### src/rtl/c64_kbd_pkg.sv
// Shared types, prefix constants and the PS/2 set-2 to C64 matrix map.
package c64_kbd_pkg;

    localparam int unsigned KEY_W  = 64;
    localparam int unsigned LINE_W = 8;

    localparam logic [7:0] SC_BREAK = 8'hF0;
    localparam logic [7:0] SC_EXT   = 8'hE0;

    typedef enum logic [1:0] {
        IDLE    = 2'd0,
        BRK     = 2'd1,
        EXT     = 2'd2,
        EXT_BRK = 2'd3
    } kbd_state_e;

    typedef struct packed {
        logic       hit;
        logic [2:0] row;
        logic [2:0] col;
    } key_map_t;

    // Scancode to matrix position; rc is written in octal as row,col (PA bit, PB bit).
    function automatic key_map_t map_scancode(input logic [7:0] code, input logic ext);
        logic       hit;
        logic [5:0] rc;
        hit = 1'b1;
        rc  = '0;
        if (!ext) begin
            case (code)
                8'h66: rc = 6'o00;  8'h5A: rc = 6'o01;  8'h83: rc = 6'o03;  8'h05: rc = 6'o04;
                8'h04: rc = 6'o05;  8'h03: rc = 6'o06;
                8'h26: rc = 6'o10;  8'h1D: rc = 6'o11;  8'h1C: rc = 6'o12;  8'h25: rc = 6'o13;
                8'h1A: rc = 6'o14;  8'h1B: rc = 6'o15;  8'h24: rc = 6'o16;  8'h12: rc = 6'o17;
                8'h2E: rc = 6'o20;  8'h2D: rc = 6'o21;  8'h23: rc = 6'o22;  8'h36: rc = 6'o23;
                8'h21: rc = 6'o24;  8'h2B: rc = 6'o25;  8'h2C: rc = 6'o26;  8'h22: rc = 6'o27;
                8'h3D: rc = 6'o30;  8'h35: rc = 6'o31;  8'h34: rc = 6'o32;  8'h3E: rc = 6'o33;
                8'h32: rc = 6'o34;  8'h33: rc = 6'o35;  8'h3C: rc = 6'o36;  8'h2A: rc = 6'o37;
                8'h46: rc = 6'o40;  8'h43: rc = 6'o41;  8'h3B: rc = 6'o42;  8'h45: rc = 6'o43;
                8'h3A: rc = 6'o44;  8'h42: rc = 6'o45;  8'h44: rc = 6'o46;  8'h31: rc = 6'o47;
                8'h5B: rc = 6'o50;  8'h4D: rc = 6'o51;  8'h4B: rc = 6'o52;  8'h4E: rc = 6'o53;
                8'h49: rc = 6'o54;  8'h4C: rc = 6'o55;  8'h54: rc = 6'o56;  8'h41: rc = 6'o57;
                8'h5D: rc = 6'o60;  8'h52: rc = 6'o61;  8'h0D: rc = 6'o62;  8'h59: rc = 6'o64;
                8'h55: rc = 6'o65;  8'h4A: rc = 6'o67;
                8'h16: rc = 6'o70;  8'h0E: rc = 6'o71;  8'h14: rc = 6'o72;  8'h1E: rc = 6'o73;
                8'h29: rc = 6'o74;  8'h11: rc = 6'o75;  8'h15: rc = 6'o76;  8'h76: rc = 6'o77;
                default: hit = 1'b0;
            endcase
        end else begin
            case (code)
                8'h71: rc = 6'o00;  8'h5A: rc = 6'o01;  8'h74: rc = 6'o02;  8'h72: rc = 6'o07;
                8'h6C: rc = 6'o63;  8'h14: rc = 6'o72;  8'h1F: rc = 6'o75;
                default: hit = 1'b0;
            endcase
        end
        return '{hit: hit, row: rc[5:3], col: rc[2:0]};
    endfunction

endpackage

### src/rtl/kbd_matrix_resolve.sv
// Single-pass resolve of the key matrix against the CIA port drives.
module kbd_matrix_resolve
    import c64_kbd_pkg::*;
(
    input  logic [KEY_W-1:0]  key,
    input  logic [LINE_W-1:0] pa_out,
    input  logic [LINE_W-1:0] pb_out,
    output logic [LINE_W-1:0] pa_raw,
    output logic [LINE_W-1:0] pb_raw
);

    // A held key pulls its column low when its row is driven, and vice versa.
    always_comb begin
        pa_raw = '1;
        pb_raw = '1;
        for (int r = 0; r < 8; r++) begin
            for (int c = 0; c < 8; c++) begin
                if (key[{3'(r), 3'(c)}] && !pa_out[r]) pb_raw[c] = 1'b0;
                if (key[{3'(r), 3'(c)}] && !pb_out[c]) pa_raw[r] = 1'b0;
            end
        end
    end

endmodule

### src/rtl/c64_keyboard_matrix.sv
// PS/2 set-2 scancode decoder feeding a C64 keyboard matrix and RESTORE line.
module c64_keyboard_matrix
    import c64_kbd_pkg::*;
#(
    parameter logic [7:0] RESTORE_CODE = 8'h7D,
    parameter logic [7:0] RESET_CODE   = 8'hAA
) (
    input  logic              clk,
    input  logic              res_n,
    input  logic              phi2_p,
    input  logic              kbd_strobe,
    input  logic [7:0]        kbd_data,
    input  logic [LINE_W-1:0] pa_out,
    input  logic [LINE_W-1:0] pb_out,
    input  logic [LINE_W-1:0] ext_pa_n,
    input  logic [LINE_W-1:0] ext_pb_n,
    output logic [LINE_W-1:0] pa_in,
    output logic [LINE_W-1:0] pb_in,
    output logic              restore_n,
    output logic              key_any
);

    kbd_state_e        state_q, state_d;
    logic [KEY_W-1:0]  key_q, key_d;
    logic [LINE_W-1:0] pa_in_q, pa_in_d, pb_in_q, pb_in_d;
    logic [LINE_W-1:0] pa_raw, pb_raw;
    logic              restore_n_q, restore_n_d;
    logic              key_any_q, key_any_d;
    logic              do_make, do_break, do_clear, lk_ext;
    key_map_t          lk;

    // Resolve always sees the registered (pre-update) matrix.
    kbd_matrix_resolve u_resolve (
        .key    (key_q),
        .pa_out (pa_out),
        .pb_out (pb_out),
        .pa_raw (pa_raw),
        .pb_raw (pb_raw)
    );

    // State register.
    always_ff @(posedge clk) begin
        if (!res_n) state_q <= IDLE;
        else        state_q <= state_d;
    end

    // Prefix tracking; stray prefixes inside a break sequence are swallowed.
    always_comb begin
        state_d = state_q;
        if (kbd_strobe) begin
            case (state_q)
                IDLE: begin
                    if (kbd_data == SC_BREAK)    state_d = BRK;
                    else if (kbd_data == SC_EXT) state_d = EXT;
                end
                BRK:     if (kbd_data != SC_EXT) state_d = IDLE;
                EXT:     state_d = (kbd_data == SC_BREAK) ? EXT_BRK : IDLE;
                EXT_BRK: if (kbd_data != SC_EXT && kbd_data != SC_BREAK) state_d = IDLE;
                default: state_d = IDLE;
            endcase
        end
    end

    // Matrix / RESTORE updates and the phi2-sampled port values.
    always_comb begin
        do_make     = 1'b0;
        do_break    = 1'b0;
        do_clear    = 1'b0;
        lk_ext      = 1'b0;
        key_d       = key_q;
        restore_n_d = restore_n_q;
        if (kbd_strobe) begin
            case (state_q)
                IDLE: begin
                    if (kbd_data != SC_BREAK && kbd_data != SC_EXT) begin
                        if (kbd_data == RESET_CODE) do_clear = 1'b1;
                        else                        do_make  = 1'b1;
                    end
                end
                BRK: do_break = (kbd_data != SC_EXT);
                EXT: begin
                    lk_ext  = 1'b1;
                    do_make = (kbd_data != SC_BREAK);
                end
                EXT_BRK: begin
                    lk_ext   = 1'b1;
                    do_break = (kbd_data != SC_EXT && kbd_data != SC_BREAK);
                end
                default: ;
            endcase
        end
        lk = map_scancode(kbd_data, lk_ext);
        if (do_clear) begin
            key_d       = '0;
            restore_n_d = 1'b1;
        end
        if ((do_make || do_break) && lk_ext && kbd_data == RESTORE_CODE) restore_n_d = do_break;
        if (lk.hit && do_make)  key_d[{lk.row, lk.col}] = 1'b1;
        if (lk.hit && do_break) key_d[{lk.row, lk.col}] = 1'b0;
        pa_in_d   = phi2_p ? (pa_raw & ext_pa_n) : pa_in_q;
        pb_in_d   = phi2_p ? (pb_raw & ext_pb_n) : pb_in_q;
        key_any_d = |key_q;
    end

    // Datapath registers.
    always_ff @(posedge clk) begin
        if (!res_n) begin
            key_q       <= '0;
            pa_in_q     <= '1;
            pb_in_q     <= '1;
            restore_n_q <= 1'b1;
            key_any_q   <= 1'b0;
        end else begin
            key_q       <= key_d;
            pa_in_q     <= pa_in_d;
            pb_in_q     <= pb_in_d;
            restore_n_q <= restore_n_d;
            key_any_q   <= key_any_d;
        end
    end

    assign pa_in     = pa_in_q;
    assign pb_in     = pb_in_q;
    assign restore_n = restore_n_q;
    assign key_any   = key_any_q;

endmodule
### config.mk
export PLATFORM = sky130hd
export DESIGN_NAME = c64_keyboard_matrix
export DESIGN_NICKNAME = d
export VERILOG_FILES = /design/src/rtl/c64_kbd_pkg.sv /design/src/rtl/kbd_matrix_resolve.sv /design/src/rtl/c64_keyboard_matrix.sv
export SDC_FILE = /design/constraint.sdc
export NUM_CORES = 1
export LEC_CHECK = 0
export CAP_MARGIN = 20
export CORE_MARGIN = 1.5
export CORE_UTILIZATION = 45
export DETAILED_ROUTE_END_ITERATION = 8
export DONT_BUFFER_PORTS = 1
export RECOVER_POWER = 25
export SLEW_MARGIN = 10
export SYNTH_ARGS = -nofsm -noshare
export SYNTH_HDL_FRONTEND = slang
export SYNTH_SLANG_ARGS = --single-unit
### constraint.sdc
create_clock -name clk -period 6.4 [get_ports clk]
set_input_delay 1.28 -clock clk [delete_from_list [all_inputs] [get_ports clk]]
set_output_delay 1.28 -clock clk [all_outputs]
set_load 0.02 [all_outputs]
==> out/qor.txt, run 1 <==
status = finished, violations left
failing checks = max-capacitance violations, max-slew violations
Hold/Removal Path Class = reg2reg
Synth top area share = 26.2%
worst-margin pin slew = 3370 ps
largest area contributor in the netlist = dfxtp_1
vias in the first global route = 6076
Net Count, Synth = 788
Max Cap Violations = 1
fillers = 1365
Worst R2R End = key_q[6]
smallest hold slack = 538 ps
hold_buf cts = 0
post-synthesis sequential area ratio = 26.2%
asr flop ratio synth = 0%
1st-iter DRT viols = 939
Die Wd = 122 µm
H-tree depth = 3
CTS buffer count = 9
IO Pins = 62
crit path cell chain = nand2b_1 > a2111oi_0 > nor2_1 > nand4b_1 > o21ai_1 > a211oi_4 > a32oi_1 > a311oi_1
Synth area leaders = dfxtp_1 (26%), a211oi_1 (4.3%), a22oi_1 (4.3%)
flop2flop setup slack = 3050 ps
Post-synth EDFFs = 0
Peak VDD IR = 131 µV
post-synthesis cell type count = 92
largest net degree at the start of global routing = 67
CTS tree = done
r2r startpoint = state_q[1]
syn avg cell area = 8.62 µm²
layout cells sized above 1 = 11.2%
post-route ant nets = 0
Vias/cell = 7.50
fmax = 0.239 GHz
Slew Viols, Final = 67
worst rel slew slack = -124%
wire length of the first global-routing pass = 38100 µm
clock root buffer = clkbuf_16
Clock transition at path regs = 80 ps
Hold Startpoint = key_q[54]
Resized cells post-CTS = 0
Final Hold Vio Count = 0
GR Overflow Total = 0
row count = 43
WHS Path Cells = 2
final core occ = 47.6%
core area = 0.0139 mm²
critical path launch point type = primary input
P&R area growth vs syn = 3.06%
Die H = 122 µm
total negative setup slack = 0 ps
Tot GR Track Use = 33.9%
leakage power = 1.98 nW
critical path class = in2reg
placed cell areas = 0.00628 mm²
antenna violations before repair = 0
CP arrival = 4380 ps
Hold Crit Endpoint = key_q[54]
clk_lat worst skew = 350 ps
Syn Inst Count = 744
Sink Count = 84
Multi-input gate area = 0.00407 mm²
CP max FO = 38
drc violations = 0
Synth Warn # = 0
register area = 0.00168 mm²
period utilisation layout = 65.2%
I/O Buffers = 0
CP endpoint kind = register
Cell Area, Synth = 0.00642 mm²
die area = 0.0150 mm²
WL/cell = 28.7 µm
RSZ-0062 raised after global routing = false
final setup vio count = 0
final WL = 25100 µm
Worst Reg-to-Reg Cells = 7
CP required = 6610 ps
highest-delay cell along the critical path = a2111oi_0
GP Congestion = 0.988
slowest stage delay, CP = 820 ps
final instance area = 0.00661 mm²
Tmin final = 4180 ps
Clock Tree Buf Depth = 2
Post-CTS Setup Inserts = 0
vias = 6561
Power Density = 201 mW/mm²
ys flop type = dfxtp_1
number of diodes = 0
Initial Utilization = 46.2%
Pre-antenna DRT Iters = 5
Synth Register Bits = 84
Final nets = 734
Worst Skew = 9.26 ps
dpl hpwl = 18600 µm
-- logic make-up after synthesis --
group | Yosys count | synth area share, %
AOI/OAI and AO/OA | 303 | 40.0
and+or+nand+nor | 212 | 22.7
buffers and inverters | 140 | 10.4
DFF | 84 | 26.2
xor gates and xnor gates | 3 | 0.410
muxes | 1 | 0.175
adders and majority gates | 1 | 0.156
-- cell type report --
| class | count | share of cell area [%] |
|---|---|---|
| multi-input combinational | 520 | 61.6 |
| sequential | 84 | 25.4 |
| inverter | 70 | 3.97 |
| clock buffer | 9 | 3.41 |
| tap | 180 | 3.41 |
| clock inverter | 7 | 1.61 |
| timing repair buffer | 5 | 0.568 |
-- placed cells by master (no fill, tap or decap), types with 4 or more instances in the layout --
master and instances:
a21oi_1 14, a22o_1 5, nor3_1 9, a211oi_1 37, dfxtp_1 84, inv_1 69, o2111ai_1 16, nand2_1 24
nand2b_1 13, nor3b_1 6, a311oi_2 5, a22oi_1 37, o2bb2ai_1 4, and3_1 4, nor4bb_1 4, and2_1 7
a221o_1 6, nor2b_1 15, o221ai_1 24, a32o_1 5, nand3_1 19, nand4_1 6, o22ai_1 21, nor4_1 18
nor2_1 31, a221oi_2 6, a311oi_1 22, a221oi_1 17, o21ai_0 11, o211ai_1 6, o21ai_1 4, nor4_4 4
clkbuf_16 9, a32oi_1 26, nand4b_1 4, nor3_2 6
-- cells in the mapped netlist, types with 18 or more instances --
cell type and instances:
inv_1 70, nand2_1 24, a22oi_1 37, nand3_1 20, buf_2 18, dfxtp_1 84
o22ai_1 21, o221ai_1 24, a32oi_1 26, a311oi_1 22, nor2_1 31, a211oi_1 37
nor4_1 18, clkbuf_1 28
-- layer usage --
| layer | vias up | global-route usage [%] | part of all wire, % | routed length (µm) |
|---|---|---|---|---|
| met5 | - | 0 | 0 | 0 |
| met4 | 0 | 13.2 | 3.6 | 899 |
| met3 | 61 | 7.67 | 8.9 | 2240 |
| met2 | 377 | 50.8 | 44 | 11000 |
| met1 | 3208 | 47.1 | 44 | 10900 |
| li1 | 2915 | - | - | - |
-- state kept, by name, summed over array words and instances, names as in the netlist --
signal     cells
pa_in          8
pb_in          8
state_q        2
key_q         64
restore_n      1
key_any        1
-- how the worst max path moves through the flow --
stage                     start  slack (ps)   endpoint
detailed placement  kbd_data[0]        1860  key_q[24]
global route        kbd_data[0]        1980  key_q[16]
global placement    kbd_data[6]        1690  key_q[28]
finish              kbd_data[0]        2220  key_q[16]
floorplan           kbd_data[0]        2570  key_q[26]
CTS                 kbd_data[0]        2200  key_q[24]
-- report_power, final --
| part | switching [mW] | internal (mW) |
|---|---|---|
| registers | 0.0188 | 0.533 |
| clock network | 0.249 | 0.349 |
| logic | 0.126 | 0.0565 |
| total | 0.394 | 0.939 |
-- through the flow --
step                instances  setup WS (ps)  power [mW]
CTS                       874           2200        1.33
detailed placement        858           1860       0.742
global placement          857           1690       0.741
global route              875           1980        1.37
floorplan                 744           2570       0.734
finish                    875           2220        1.33
-- critical path, delay by kind of cell --
| kind | cells | cell delay, ps |
|---|---|---|
| AOI/OAI and AO/OA | 5 | 2360 |
| and+or+nand+nor | 3 | 730 |
(Power assumes the default switching activity.)
==> inputs of run 2 (changes only) <==
==> constraint.sdc (replaced) <==
create_clock -name clk -period 4.2 [get_ports clk]
set_input_delay 0.84 -clock clk [delete_from_list [all_inputs] [get_ports clk]]
set_output_delay 0.84 -clock clk [all_outputs]
set_load 0.02 [all_outputs]
==> run 2 against run 1 <==
  * Final cell count up 3.5%
  * Count of clock-buffer cells in the layout grew 1
  * Largest cell class unchanged
  * The run now ends clean
  * Critical path depth unchanged
  * Non-clock buffer count increased by 31
  * Largest power group unchanged
  * Power rose by 52%
  * Sequential power is 52% higher
  * First-iteration DRC count fell by 5.3%
  * Worst setup slack got worse by 1400 ps
  * Register-to-register slack worse by 1800 ps
==> out/qor.txt, run 2 (same netlist as run 1, synthesis figures left out) <==
post-route ant nets = 0 (unchanged)
met1 WL = 10900 µm (-0.52%)
drc violations = 0 (unchanged)
GR Overflow Total = 0 (unchanged)
Clock transition at path regs = 70 ps (about the same)
Pre-antenna DRT Iters = 5 (unchanged)
IO Pins = 62 (unchanged)
hold_buf cts = 0 (unchanged)
I/O Buffers = 0 (unchanged)
period utilisation layout = 80.5%
switching pwr = 0.573 mW (+45%)
DP Cell Count = 890 (+3.7%)
CP endpoint kind = register
placed cell areas = 0.00653 mm² (+4.0%)
Max Cap Violations = 0 (-1)
1st-iter DRT viols = 889 (-5.3%)
CP max FO = 34 (-11%)
Sink Count = 84 (unchanged)
Resized cells post-CTS = 0 (unchanged)
Slew Viols, Final = 0 (-100%)
critical path launch point type = primary input
RSZ-0062 raised after global routing = false
Vias/cell = 7.43 (-0.88%)
total negative setup slack = 0 ps (unchanged)
Die Wd = 122 µm (unchanged)
combinational cell fraction of total power = 14.4% (+0.7 points)
final core occ = 49.4% (+1.8 points)
commonest non-fill, non-tap cells in the layout = dfxtp_1 (84), inv_1 (69), a22oi_1 (37), a211oi_1 (37), buf_4 (35)
status = finished clean
CTS buffer count = 9 (unchanged)
Top reg by flops = key_q
clock root buffer = clkbuf_16
vias in the first global route = 6172 (+1.6%)
top sig layer = met4
internal power = 1.45 mW (+55%)
most common cell after layout, fill and taps aside = dfxtp_1
fillers = 1377 (+0.88%)
final instance area = 0.00686 mm² (+3.7%)
GP Congestion = 0.993 (+0.52%)
critical path class = in2reg
dpl hpwl = 18800 µm (+1.3%)
Peak VDD IR = 174 µV (+32%)
vias = 6734 (+2.6%)
CTS tree = done
antenna violations before repair = 0 (unchanged)
Final Non-Filler Cells = 906 (+3.5%)
die area = 0.0150 mm² (unchanged)
CP required = 4460 ps (-2150 ps)
number of diodes = 0 (unchanged)
Initial Utilization = 46.2% (unchanged)
CP arrival = 3640 ps (-740 ps)
Tot GR Track Use = 33.6% (-0.28 points)
Worst Skew = 10.4 ps (+1.14 ps)
max FFs per register = 64 (unchanged)
Post-CTS Setup Inserts = 0 (unchanged)
switch share = 28.3% (-1.3 points)
fmax = 0.296 GHz
Power Density = 295 mW/mm² (+47%)
Final nets = 765 (+4.2%)
core area = 0.0139 mm² (unchanged)
layout cells sized above 1 = 15.2% (+3.9 points)
leakage power = 2.15 nW (+8.5%)
largest net degree at the start of global routing = 42 (-37%)
WL/cell = 27.9 µm (-2.7%)
H-tree depth = 3 (unchanged)
metal2 WL = 11100 µm (+0.18%)
WL met3 = 2220 µm (-0.85%)
Tmin final = 3380 ps
clk_lat worst skew = 350 ps (about the same)
Clock Tree Buf Depth = 2 (unchanged)
final WL = 25300 µm (+0.71%)
Seq pwr share = 41.5% (about the same)
worst-margin pin slew = 882 ps (-2480 ps)
Final Hold Vio Count = 0 (unchanged)
row count = 43 (unchanged)
Final Power = 2.03 mW (+52%)
Die H = 122 µm (unchanged)
final setup vio count = 0 (unchanged)
clock share of power = 44.2% (-0.7 points)
wire length of the first global-routing pass = 37900 µm (-0.54%)
Hold/Removal Path Class = reg2reg
P&R area growth vs syn = 6.90%
worst rel slew slack = 41.1% (+170 points)
-- run 2: worst paths after layout --
| kind | startpoint | to | slack (ps) | cells past startpoint |
|---|---|---|---|---|
| worst min register to register | key_q[54] | key_q[54] | 510 | 2 |
| worst max register to register | state_q[1] | key_q[14] | 1250 | 8 |
| worst min-delay path | key_q[54] | key_q[54] | 510 | 2 |
| worst max-delay path | kbd_data[3] | key_q[20] | 820 | 8 |
-- run 2: cell type report --
cell class                 instances  area [µm²]  share of cell area, %
clock buffer                      10         239                   3.48
clock inverter                     6        93.8                   1.37
inverter                          70         263                   3.83
multi-input combinational        520        4070                   59.4
sequential                        84        1680                   24.5
tap                              180         225                   3.28
timing repair buffer              36         283                   4.12
-- run 2: power by group through the flow --
stage	combinational (mW)	sequential, mW	clock, mW
6_report	0.291	0.840	0.895
5_1_grt	0.310	0.842	0.941
4_1_cts	0.285	0.840	0.908
3_5_place_dp	0.284	0.858	0
3_3_place_gp	0.285	0.858	0
2_1_floorplan	0.266	0.854	0
-- run 2: per-stage QoR --
| stage | hold slack (ps) | setup slack, ps |
|---|---|---|
| finish | 512 | 818 |
| global route | 533 | 713 |
| CTS | 517 | 857 |
| detailed placement | 507 | 493 |
| global placement | 508 | 545 |
| floorplan | 451 | 809 |
-- run 2: routing by layer --
metal  track usage, %  vias up
li1                 -     2974
met1             45.1     3271
met2             50.4      410
met3             7.81       79
met4             16.8        0
met5                0        -
-- run 2: worst max-delay path, cell delays in order --
cell and delay (ps):
nor2b_1 210, a22o_1 260, a311o_1 380, or4_4 570, o21a_2 270, a211oi_4 600, a32oi_1 190, a311oi_1 290
==> inputs of run 3 (changes only) <==
==> constraint.sdc (replaced) <==
create_clock -name clk -period 3.45 [get_ports clk]
set_input_delay 0.69 -clock clk [delete_from_list [all_inputs] [get_ports clk]]
set_output_delay 0.69 -clock clk [all_outputs]
set_load 0.02 [all_outputs]
==> run 3 against run 2 <==
  * Flip-flop and latch count stayed put
  * Via count is 1.1% higher
  * Highest routed layer unchanged
  * Largest power group unchanged
  * Worst setup slack worse by 610 ps
  * Cell area is 1.9% higher
  * Die area stayed put
  * Global-route usage is 0.079 points higher
  * Power is 23% higher
  * Worst hold slack worse by 97 ps
  * Critical path depth is 1 lower
  * Count of clock-buffer cells in the layout is 1 lower
  * Combinational power is 30% higher
  * Utilization is 0.92 points higher
==> out/qor.txt, run 3 (same netlist as run 1, synthesis figures left out) <==
period utilisation layout = 94.0%
RSZ-0062 raised after global routing = false
clk_lat worst skew = 360 ps (about the same)
most common cell after layout, fill and taps aside = dfxtp_1
fmax = 0.308 GHz
Final Hold Vio Count = 0 (unchanged)
Post-CTS Setup Inserts = 0 (unchanged)
Sink Count = 84 (unchanged)
Vias/cell = 7.39 (-0.52%)
CTS buffer count = 9 (unchanged)
CP arrival = 3490 ps (-150 ps)
I/O Buffers = 0 (unchanged)
Die Wd = 122 µm (unchanged)
Tot GR Track Use = 33.7% (+0.079 points)
final WL = 25400 µm (+0.55%)
GR Overflow Total = 0 (unchanged)
Resized cells post-CTS = 0 (unchanged)
CP max FO = 24 (-29%)
Top reg by flops = key_q
WL/cell = 27.6 µm (-1.1%)
final setup vio count = 0 (unchanged)
P&R area growth vs syn = 8.89%
CP required = 3700 ps (-760 ps)
number of diodes = 0 (unchanged)
CP endpoint kind = register
die area = 0.0150 mm² (unchanged)
Clock transition at path regs = 70 ps (about the same)
critical path launch point type = register
Pre-antenna DRT Iters = 6 (+1)
Hold/Removal Path Class = in2reg
commonest non-fill, non-tap cells in the layout = dfxtp_1 (84), inv_1 (69), buf_4 (49), a22oi_1 (37), a211oi_1 (37)
layout cells sized above 1 = 16.9% (+1.7 points)
Worst Skew = 9.65 ps (-0.762 ps)
Power Density = 358 mW/mm² (+21%)
wire length of the first global-routing pass = 37800 µm (-0.26%)
Peak VDD IR = 216 µV (+24%)
Final nets = 780 (+2.0%)
max FFs per register = 64 (unchanged)
GP Congestion = 0.991 (-0.22%)
post-route ant nets = 0 (unchanged)
antenna violations before repair = 0 (unchanged)
CTS tree = done
core area = 0.0139 mm² (unchanged)
gr busiest metal = met2
IO Pins = 62 (unchanged)
Initial Utilization = 46.2% (unchanged)
hold_buf cts = 0 (unchanged)
final core occ = 50.3% (+0.92 points)
Max Cap Violations = 0 (unchanged)
largest net degree at the start of global routing = 64 (+52%)
1st-iter DRT viols = 877 (-1.3%)
vias = 6810 (+1.1%)
met3 usage = 6.97% (-0.84 points)
Die H = 122 µm (unchanged)
drc violations = 0 (unchanged)
Slew Viols, Final = 0 (unchanged)
clock root buffer = clkbuf_16
Tmin final = 3240 ps
vias in the first global route = 6130 (-0.68%)
Clock Tree Buf Depth = 2 (unchanged)
H-tree depth = 3 (unchanged)
worst-margin pin slew = 968 ps (+86.5 ps)
total negative setup slack = 0 ps (unchanged)
grt met2 use = 50.2% (-0.21 points)
leakage power = 2.22 nW (+3.4%)
critical path class = reg2reg
worst rel slew slack = 35.3% (-5.8 points)
status = finished clean
dpl hpwl = 18900 µm (+0.28%)
M1 GR Usage = 47.2% (+2.1 points)
row count = 43 (unchanged)
## run 3: per-layer routing
| layer | wire [µm] | up-vias |
|---|---|---|
| li1 | - | 2996 |
| met1 | 11100 | 3390 |
| met2 | 11100 | 355 |
| met3 | 2210 | 69 |
| met4 | 1010 | 0 |
| met5 | 0 | - |
## run 3: path summary, 6_finish.rpt
| kind | start | endpoint | slack [ps] | depth (start not counted) |
|---|---|---|---|---|
| worst min register to register | key_q[54] | key_q[54] | 530 | 2 |
| worst max register to register | state_q[1] | key_q[24] | 210 | 7 |
| worst max-delay path | state_q[1] | key_q[24] | 210 | 7 |
| worst min-delay path | res_n | pa_in[3] | 410 | 1 |
## run 3: cell type report
cell class | instances | area (µm²)
fill | 1318 | 6890
multi-input combinational | 520 | 4070
sequential | 84 | 1680
timing repair buffer | 51 | 408
inverter | 70 | 263
clock buffer | 9 | 225
tap | 180 | 225
clock inverter | 7 | 110
## run 3: worst max-delay path: stages (launching register included)
cell      delay (ps)
dfxtp_1          430
nand2_1          200
a31oi_1          710
nand3_1          260
o21a_1           240
nor2_2           740
a32oi_1          220
a311oi_1         320
## run 3: report_power, final
group / total [mW] / internal, mW / switching, mW / leakage [nW]
combinational: 0.378 / 0.140 / 0.239 / 1.38
sequential: 1.02 / 0.989 / 0.0344 / 0.681
clock: 1.10 / 0.646 / 0.452 / 0.159
total: 2.50 / 1.77 / 0.725 / 2.22
## run 3: metrics by stage
stage                     power (mW)  setup slack [ps]  hold WS (ps)  cells  area, µm²
after detailed placement        1.42              12.6           513    905       6650
after floorplan                 1.36               209           451    744       6420
after global placement          1.41               100           518    905       6650
final                           2.50               208           415    921       6990
after global routing            2.58              71.5           402    921       6990
after CTS                       2.50               359           408    921       6990
